===== src/rtl/pc_and_ir_concatenate.sv =====
// Jump-target builder: {PC upper bits, shifted IR immediate}, plus an optionally captured copy.
// Optional feature macro: CONCAT_ALIGN_CHECK_EN (flags captures whose immediate LSB is set).
module pc_and_ir_concatenate #(
  parameter int PC_BITS = 2,
  parameter int IR_BITS = 14
) (
  input  logic                       CLK,
  input  logic                       Reset,
  input  logic [IR_BITS-1:0]         LeftShiftedIR,
  input  logic [PC_BITS-1:0]         TwoBitsPC,
  input  logic                       Load,
  output logic [PC_BITS+IR_BITS-1:0] ConcatenatedOutput,
  output logic [PC_BITS+IR_BITS-1:0] RegisteredOutput,
  output logic                       Valid,
  output logic                       AlignErr
);

  localparam int OUT_BITS = PC_BITS + IR_BITS;

  logic [OUT_BITS-1:0] target_q, target_d;
  logic                valid_q, valid_d;

  // The target is a pure wire: Reset, Load and stored state never touch it.
  assign ConcatenatedOutput = {TwoBitsPC, LeftShiftedIR};

  always_comb begin
    target_d = target_q;
    valid_d  = valid_q;
    if (Load) begin
      target_d = ConcatenatedOutput;
      valid_d  = 1'b1;
    end
  end

  always_ff @(posedge CLK) begin
    if (Reset) begin
      target_q <= '0;
      valid_q  <= 1'b0;
    end else begin
      target_q <= target_d;
      valid_q  <= valid_d;
    end
  end

  assign RegisteredOutput = target_q;
  assign Valid            = valid_q;

`ifdef CONCAT_ALIGN_CHECK_EN
  logic align_q, align_d;

  // A correctly shifted immediate always has LSB 0; the value itself is passed through untouched.
  always_comb begin
    align_d = align_q;
    if (Load) begin
      align_d = LeftShiftedIR[0];
    end
  end

  always_ff @(posedge CLK) begin
    if (Reset) begin
      align_q <= 1'b0;
    end else begin
      align_q <= align_d;
    end
  end

  assign AlignErr = align_q;
`else
  assign AlignErr = 1'b0;
`endif

endmodule


===== config.mk =====
export PLATFORM = sky130hd
export DESIGN_NAME = pc_and_ir_concatenate
export DESIGN_NICKNAME = d
export VERILOG_FILES = /design/src/rtl/pc_and_ir_concatenate.sv
export SDC_FILE = /design/constraint.sdc
export NUM_CORES = 1
export LEC_CHECK = 0
export BUFFER_PORTS_ARGS = -buffer_cell sky130_fd_sc_hd__buf_2
export CORE_MARGIN = 5
export CORE_UTILIZATION = 35
export DETAILED_ROUTE_END_ITERATION = 10
export PLACE_DENSITY = 0.77
export SLEW_MARGIN = 10
export SYNTH_ARGS = -nofsm -noshare
export SYNTH_HDL_FRONTEND = slang
export SYNTH_SLANG_ARGS = --single-unit

===== constraint.sdc =====
create_clock -name CLK -period 0.8 [get_ports CLK]
set_input_delay 0.04 -clock CLK [delete_from_list [all_inputs] [get_ports CLK]]
set_output_delay 0.04 -clock CLK [all_outputs]
set_load 0.02 [all_outputs]

Word-level counts from Yosys, hierarchy flattened
Cells that the tools add are included.
{"block": "totals", "ff_bits": 17, "in_bits": 19, "out_inout_bits": 34}

Depth between registers and ports, before layout
Gate-level depths: netlist of the first run.
{"block": "logic_depth", "depth_word": 0, "ltp_mapped": 4, "mapped_depth_nobuf": 2}

Least setup slack after synthesis of the first run
Ideal clock, no wire load.
{"block": "synth_path", "kind": "flip-flop to flip-flop", "from": "reg RegisteredOutput[0] (netlist name)", "to": "reg target_q[0], in the netlist RegisteredOutput[0]", "setup_ps": 64, "arrival_ps": 581, "required_ps": 736, "setup_slack_ps": 155, "path_stages_with_launch": 3, "path_cell_list": "dfxtp_1 mux2i_1 nor2_1"}
{"item": "end signal, assigned", "line_no": "40", "text": "target_q <= target_d;"}
{"item": "end, declared", "line_no": "20", "text": "logic [OUT_BITS-1:0] target_q, target_d;"}

Worst setup path after layout of the first run
{"block": "layout_path", "from": "reg target_q[10], in the netlist RegisteredOutput[10]", "to": "out RegisteredOutput[10]"}
{"item": "end, declared", "line_no": "13", "text": "output logic [PC_BITS+IR_BITS-1:0] RegisteredOutput,"}
No word-level cell between the ends.

==> impl_metrics.json, run 1 <==
{
  "crit_family": "flip-flops",
  "port_buffers": 51,
  "placementRows": 16,
  "crit_buf_inv": 1,
  "hpwlAfterDp_um": 1159,
  "synthesis.instances": 73,
  "drc": 0,
  "cp_max_fo": 2,
  "pwr_density_cell_nw_per_um2": 1670,
  "netlist_area_um2": 740.7,
  "cp_data_required_time_ns": 0.76,
  "grt_pass1_wl_um": 2677,
  "num-fill-cells": 188,
  "crit_arrival_ns": 0.75,
  "min_path_type": "in -> reg",
  "fmax_mhz": 1262,
  "post-route-min-period_ns": 0.7922,
  "first_iter_violations": 2,
  "placed_cell_area_um2": 880.8,
  "final-hold-violation-count": 0,
  "antenna_found_initial": 0,
  "clkTransAtPathRegs_ns": 0.09,
  "io_pins": 53,
  "vias_per_cell": 4.278,
  "slowest_stage": "dfxtp_2",
  "nNetsFinal": 137,
  "p_total_mw": 1.875,
  "area_growth_pct": 51.52,
  "syn_avg_cell_area_um2": 10.15,
  "start_kind": "flop",
  "final_cell_area_um2": 1122,
  "max_cap_viol_count": 0,
  "crit_chain": "buf_6",
  "fin_crit_sh": 0.9902,
  "cts-root-buf": "clkbuf_4",
  "wl_um": 1771,
  "syn_nets": 92,
  "die_area_um2": 3137,
  "diodes": 0,
  "rsz0062_at_grt": "true",
  "core_area_um2": 1982,
  "grt.overflow.total": 0,
  "ys_warn_count": 0,
  "fin_util": 0.5663,
  "h-tree-depth": 1,
  "synth.distinct_cells": 8,
  "finalSetupViolCount": 0,
  "p_leak_nw": 0.5776,
  "setup.worst_path.class": "reg -> out",
  "clock_path_buffers": 2,
  "die_w_um": 56.01,
  "hold_ws_ns": 0.001591,
  "slew_violations": 0,
  "post_drt_wl_per_cell_um": 12.30,
  "grt_max_degree": 18,
  "tritoncts": "done",
  "gp_congestion": 0.7317,
  "fin_skew_ns": 0,
  "register_area_um2": 361.6,
  "vias": 616,
  "clock-sinks": 17,
  "track_usage": 0.1067,
  "firstDrtPassIters": 2,
  "multi_input_area_um2": 231.5,
  "max_stage_delay_ns": 0.35,
  "crit_path_end_kind": "output port",
  "drive_gt1_frac": 0.6239,
  "grt_pass1_vias": 627,
  "numCtsBuffers": 3,
  "start_util": 0.3737,
  "postRouteAntennaNets": 0,
  "outcome": "finished, final reports clean",
  "peakVddDrop_mv": 0.9358,
  "ys_seq_elements": 17,
  "yosysSeqAreaShare": 0.4595,
  "die_h_um": 56.01,
  "clk_latency_ns": 0.28
}
-- state kept, by name (all words and copies together), names as in the netlist --
name,flops
RegisteredOutput,16
Valid,1
-- cells by family (layout without fill, tap and decap cells) --
kind of cell  Yosys count  in the layout  synth area share
other cells             1              1          0.005063
mux                    16             16            0.2162
buf+inv                21             65            0.2280
flops                  17             17            0.4595
simple gates           18             18           0.09121
-- final cells by class --
type                    instances  share of cell area
well taps                      27             0.03010
multi-input cells              35              0.2062
clock buffers                   4             0.02341
flip-flops and latches         17              0.3222
repair buffers                 61              0.4181
-- stage by stage --
step / setup slack (ns) / setup TNS, ns / instances
after floorplan: 0.1546 / 0 / 73
after global placement: 0.1201 / 0 / 131
after detailed placement: 0.1020 / 0 / 131
after CTS: -0.0006538 / -0.0006538 / 144
after global routing: -0.02931 / -0.2479 / 144
final: 0.007809 / 0 / 144
-- Yosys cell counts --
library cell   n  area share
conb_1         1      0.0051
nor2_1        18       0.091
dfxtp_1       17        0.46
mux2i_1       16        0.22
buf_2          2       0.014
buf_12         1       0.027
buf_6          1       0.015
buf_4         17        0.17
-- worst paths after layout --
check                                          start              endpoint  slack [ns]  cells after the start
worst min-delay path                LeftShiftedIR[3]   RegisteredOutput[3]       0.002                      3
worst max-delay path            RegisteredOutput[10]  RegisteredOutput[10]       0.008                      1
worst max register to register   RegisteredOutput[7]   RegisteredOutput[7]        0.07                      3
worst min register to register                 Valid                 Valid        0.48                      2
-- layout by cell type, fill, tap and decap left out --
master and count:
buf_2 34, nor2_1 18, dfxtp_2 17, buf_6 17, mux2i_1 16, dlygate4sd3_1 8
clkbuf_4 3, conb_1 1, clkbuf_1 1, buf_12 1, buf_4 1
-- report_power, final --
group / internal, mW / total [mW] / switching [mW] / leakage (nW)
Clock: 0.193 / 0.450 / 0.256 / 0.0150
Combinational: 0.237 / 0.482 / 0.245 / 0.416
Sequential: 0.908 / 0.943 / 0.0353 / 0.146
Total: 1.34 / 1.87 / 0.536 / 0.578
-- metal layers --
| layer | track usage | wire [µm] |
|---|---|---|
| met1 | 0.1057 | 692 |
| met2 | 0.1987 | 841 |
| met3 | 0.04640 | 222 |
| met4 | 0.03051 | 15 |
| met5 | 0 | 0 |
-- repair_timing --
| item | 4_1_cts | 5_1_grt |
|---|---|---|
| hold endpoints to repair | 8 | 0 |
| hold buffers | 8 | 0 |
| gates resized for setup | 51 | 0 |
| setup endpoints to repair | 17 | 17 |
| buffers inserted | 1 | 0 |
(Power assumes the default switching activity.)
==> inputs of run 2 (changes only) <==
--- a/config.mk
+++ b/config.mk
@@ -6,10 +6,11 @@
 export NUM_CORES = 1
 export LEC_CHECK = 0
 export BUFFER_PORTS_ARGS = -buffer_cell sky130_fd_sc_hd__buf_2
+export CORE_ASPECT_RATIO = 0.9
 export CORE_MARGIN = 5
 export CORE_UTILIZATION = 35
 export DETAILED_ROUTE_END_ITERATION = 10
-export PLACE_DENSITY = 0.77
+export PLACE_DENSITY = 0.73
 export SLEW_MARGIN = 10
 export SYNTH_ARGS = -nofsm -noshare
 export SYNTH_HDL_FRONTEND = slang
==> run 2 against run 1 <==
Effect of this change: utilization shrank 1.8 points; maximum frequency shrank 0.17%; design area shrank 3.7%.
==> impl_metrics.json, run 2 (same netlist as run 1, synthesis figures left out) <==
{
  "grt_max_degree": 18,
  "clock_path_buffers": 2,
  "crit_start": "RegisteredOutput[0]",
  "postRouteAntennaNets": 0,
  "cp_data_required_time_ns": 0.76,
  "min_path_type": "in -> reg",
  "tritoncts": "done",
  "holdPathStages": 3,
  "io_pins": 53,
  "p_total_mw": 1.841,
  "start_kind": "flop",
  "crit_family": "flip-flops",
  "cts-root-buf": "clkbuf_4",
  "core_area_um2": 1971,
  "num-fill-cells": 186,
  "instances_no_fill": 138,
  "post_drt_wl_per_cell_um": 12.56,
  "r2r-end": "RegisteredOutput[10]",
  "crit_arrival_ns": 0.75,
  "reg2reg_depth": 3,
  "crit_path_end_kind": "output port",
  "grt.overflow.total": 0,
  "whs_endpoint": "RegisteredOutput[7]",
  "max_cap_viol_count": 0,
  "start_util": 0.3759,
  "cp_max_fo": 2,
  "clk_latency_ns": 0.28,
  "vias_per_cell": 4.210,
  "clkTransAtPathRegs_ns": 0.09,
  "drive_gt1_frac": 0.6549,
  "slew_violations": 0,
  "worstReg2RegStart": "RegisteredOutput[10]",
  "largest_reg_flops": 16,
  "finalSetupViolCount": 0,
  "tns_ns": 0,
  "pwr_density_cell_nw_per_um2": 1703,
  "die_w_um": 58.49,
  "fin_skew_ns": 0,
  "antenna_found_initial": 0,
  "grt_pass1_vias": 611,
  "layout_commonest_cell": "buf_2",
  "min-delay-start": "LeftShiftedIR[7]",
  "die_h_um": 53.64,
  "area_growth_pct": 45.95,
  "crit_chain": "buf_6",
  "final_cell_mix": "34 x buf_2, 18 x nor2_1, 17 x dfxtp_2, 17 x buf_6, 16 x mux2i_1",
  "placementRows": 15,
  "post-route-min-period_ns": 0.7936,
  "rsz0062_at_grt": "true",
  "hpwlAfterDp_um": 1264,
  "final-hold-violation-count": 0,
  "rrSetupSlack_ns": 0.04,
  "gp_congestion": 0.7021,
  "drc": 0,
  "diodes": 0,
  "track_usage": 0.1199,
  "grt_pass1_wl_um": 2760,
  "setup.worst_path.class": "reg -> out",
  "crit_buf_inv": 1,
  "die_area_um2": 3137,
  "wl_um": 1733,
  "outcome": "finished, final reports clean",
  "first_iter_violations": 4,
  "dpl.cell_count": 129,
  "nNetsFinal": 133,
  "port_buffers": 51,
  "h-tree-depth": 1,
  "slowest_stage": "dfxtp_2",
  "clock-sinks": 17,
  "p_leak_nw": 0.5637,
  "firstDrtPassIters": 2,
  "fin_util": 0.5486,
  "numCtsBuffers": 3,
  "vias": 581,
  "max_stage_delay_ns": 0.35,
  "fin_crit_sh": 0.9920,
  "peakVddDrop_mv": 1.194,
  "fmax_mhz": 1260
}
## run 2: worst max-delay path by stage
stage / endpoint / slack, ns / depth (start not counted)
after floorplan: RegisteredOutput[0] / 0.15 / 2
after global placement: RegisteredOutput[3] / 0.12 / 4
after detailed placement: RegisteredOutput[10] / 0.09 / 4
after CTS: Valid / -0.002 / 1
after global routing: RegisteredOutput[0] / -0.04 / 1
final: RegisteredOutput[0] / 0.006 / 1
## run 2: final cells by class
class	instances	area (µm²)	area share
Clock buffer	3	22.52	0.02083
Tap cell	25	31.28	0.02894
Sequential cell	17	361.6	0.3345
Timing Repair Buffer	57	429.2	0.3970
Multi-Input combinational cell	35	231.5	0.2141
Clock inverter	1	5.005	0.004630
## run 2: repair_timing
item,in CTS,in global routing
resized for setup,51,0
buffers inserted,0,1
endpoints found under the setup margin,17,17
hold buffers,4,0
hold endpoints to repair,4,0
## run 2: stage by stage
| step | worst slack [ns] | hold WS, ns | instance area, µm² |
|---|---|---|---|
| floorplan | 0.1546 | 0.1872 | 740.7 |
| global route | -0.04363 | 0.008130 | 1081 |
| global placement | 0.1222 | 0.2825 | 878.3 |
| CTS | -0.001628 | 0.004648 | 1074 |
| detailed placement | 0.09479 | 0.2945 | 878.3 |
| finish | 0.006424 | 0.006793 | 1081 |
## run 2: power breakdown
| part | switching, mW | internal [mW] | leakage (nW) |
|---|---|---|---|
| sequential | 0.0357 | 0.908 | 0.146 |
| clock | 0.245 | 0.186 | 0.0177 |
| combinational | 0.243 | 0.225 | 0.400 |
| total | 0.523 | 1.32 | 0.564 |
## run 2: routing by layer
metal,global-route usage,vias up,part of all wire
li1,-,293,-
met1,0.1160,265,0.35
met2,0.2268,21,0.55
met3,0.04317,2,0.079
met4,0.05792,0,0.016
met5,0,-,0
==> inputs of run 3 (changes only) <==
==> constraint.sdc (replaced) <==
create_clock -name CLK -period 1 [get_ports CLK]
set_input_delay 0.05 -clock CLK [delete_from_list [all_inputs] [get_ports CLK]]
set_output_delay 0.05 -clock CLK [all_outputs]
set_load 0.02 [all_outputs]
==> run 3 against run 2 <==
Effect of this change: worst hold slack improved by 0.0047 ns; highest routed layer unchanged; critical path depth is the same; combinational power down 34%; sequential power decreased by 22%; via count decreased by 7.6%; clock skew is the same.
==> impl_metrics.json, run 3 (same netlist as run 1, synthesis figures left out) <==
{
  "max_cap_viol_count": 0,
  "vias": 537,
  "layout_commonest_cell": "buf_2",
  "ctsResizeCount": 0,
  "die_area_um2": 3137,
  "nNetsFinal": 128,
  "first_iter_violations": 3,
  "cts-root-buf": "clkbuf_4",
  "crit_family": "flip-flops",
  "highest-signal-layer": "met4",
  "die_w_um": 58.49,
  "fmax_mhz": 1184,
  "final-hold-violation-count": 0,
  "dpl.cell_count": 129,
  "hpwlAfterDp_um": 1238,
  "peakVddDrop_mv": 0.8954,
  "start_kind": "flop",
  "crit_arrival_ns": 0.79,
  "h-tree-depth": 1,
  "post-route-min-period_ns": 0.8443,
  "gp_congestion": 0.7032,
  "diodes": 0,
  "firstDrtPassIters": 3,
  "start_util": 0.3759,
  "fin_crit_sh": 0.8443,
  "ctsHoldBuffers": 0,
  "clock-sinks": 17,
  "core_area_um2": 1971,
  "setup.worst_path.class": "reg -> out",
  "clock_path_buffers": 2,
  "p_total_mw": 1.394,
  "clk_latency_ns": 0.28,
  "crit_path_end_kind": "output port",
  "post_drt_wl_per_cell_um": 11.50,
  "tns_ns": 0,
  "tritoncts": "done",
  "final_cell_mix": "51 x buf_2, 18 x nor2_1, 17 x dfxtp_1, 16 x mux2i_1, 3 x clkbuf_4",
  "io_pins": 53,
  "rsz0062_at_grt": "false",
  "postCtsSetupRepairBufs": 0,
  "min_path_type": "in -> reg",
  "die_h_um": 53.64,
  "slowest_stage": "dfxtp_1",
  "crit_chain": "buf_2",
  "finalSetupViolCount": 0,
  "grt_pass1_wl_um": 2587,
  "largest_reg_flops": 16,
  "cp_data_required_time_ns": 0.95,
  "track_usage": 0.1111,
  "placementRows": 15,
  "outcome": "finished, final reports clean",
  "postRouteAntennaNets": 0,
  "numCtsBuffers": 3,
  "drive_gt1_frac": 0.5185,
  "slew_violations": 0,
  "cp_max_fo": 2,
  "area_growth_pct": 22.30,
  "grt.overflow.total": 0,
  "pwr_density_cell_nw_per_um2": 1539,
  "routed-wl-met2_um": 841,
  "instances_no_fill": 133,
  "clkTransAtPathRegs_ns": 0.09,
  "fin_skew_ns": 0,
  "crit_buf_inv": 1,
  "wl_met1_um": 577,
  "grt_pass1_vias": 603,
  "max_stage_delay_ns": 0.35,
  "grt_max_degree": 18,
  "port_buffers": 51,
  "antenna_found_initial": 0,
  "p_leak_nw": 0.5172,
  "hold_ws_ns": 0.01152,
  "route.met3.wl_um": 88,
  "wl_um": 1530,
  "vias_per_cell": 4.038,
  "fin_util": 0.4597,
  "drc": 0
}
run 3: worst register-to-register path, cell delays in order, from the launching register on:
cell and delay (ns):
dfxtp_1 0.33, mux2i_1 0.12, nor2_1 0.06
run 3: layout make-up:
type,count,area (µm²)
flip-flops and latches,17,340.3
fillers,207,1065
well taps,25,31.28
multi-input cells,35,231.5
repair buffers,52,275.3
clock buffers,3,22.52
clock inverters,1,5.005
run 3: through the flow:
| step | area [µm²] | setup slack (ns) |
|---|---|---|
| floorplan | 740.7 | 0.3546 |
| global placement | 878.3 | 0.3134 |
| detailed placement | 878.3 | 0.2784 |
| CTS | 905.9 | 0.1348 |
| global route | 905.9 | 0.08886 |
| finish | 905.9 | 0.1557 |
run 3: power by group:
| part | switching [mW] | internal (mW) | leakage, nW | total, mW |
|---|---|---|---|---|
| logic | 0.188 | 0.120 | 0.359 | 0.308 |
| registers | 0.0180 | 0.718 | 0.141 | 0.736 |
| clock network | 0.202 | 0.148 | 0.0177 | 0.351 |
| total | 0.408 | 0.986 | 0.517 | 1.39 |
run 3: routing by layer:
metal | vias to the layer above | GRT usage
met5 | - | 0
met4 | 0 | 0.06950
met3 | 2 | 0.02398
met2 | 18 | 0.2026
met1 | 232 | 0.1169
li1 | 285 | -
run 3: path summary, 6_finish.rpt:
kind / startpoint / to / slack [ns] / depth (start not counted)
min reg2reg: Valid / Valid / 0.49 / 2
max reg2reg: RegisteredOutput[1] / RegisteredOutput[1] / 0.38 / 2
min: LeftShiftedIR[2] / RegisteredOutput[2] / 0.01 / 3
max: RegisteredOutput[1] / RegisteredOutput[1] / 0.16 / 1
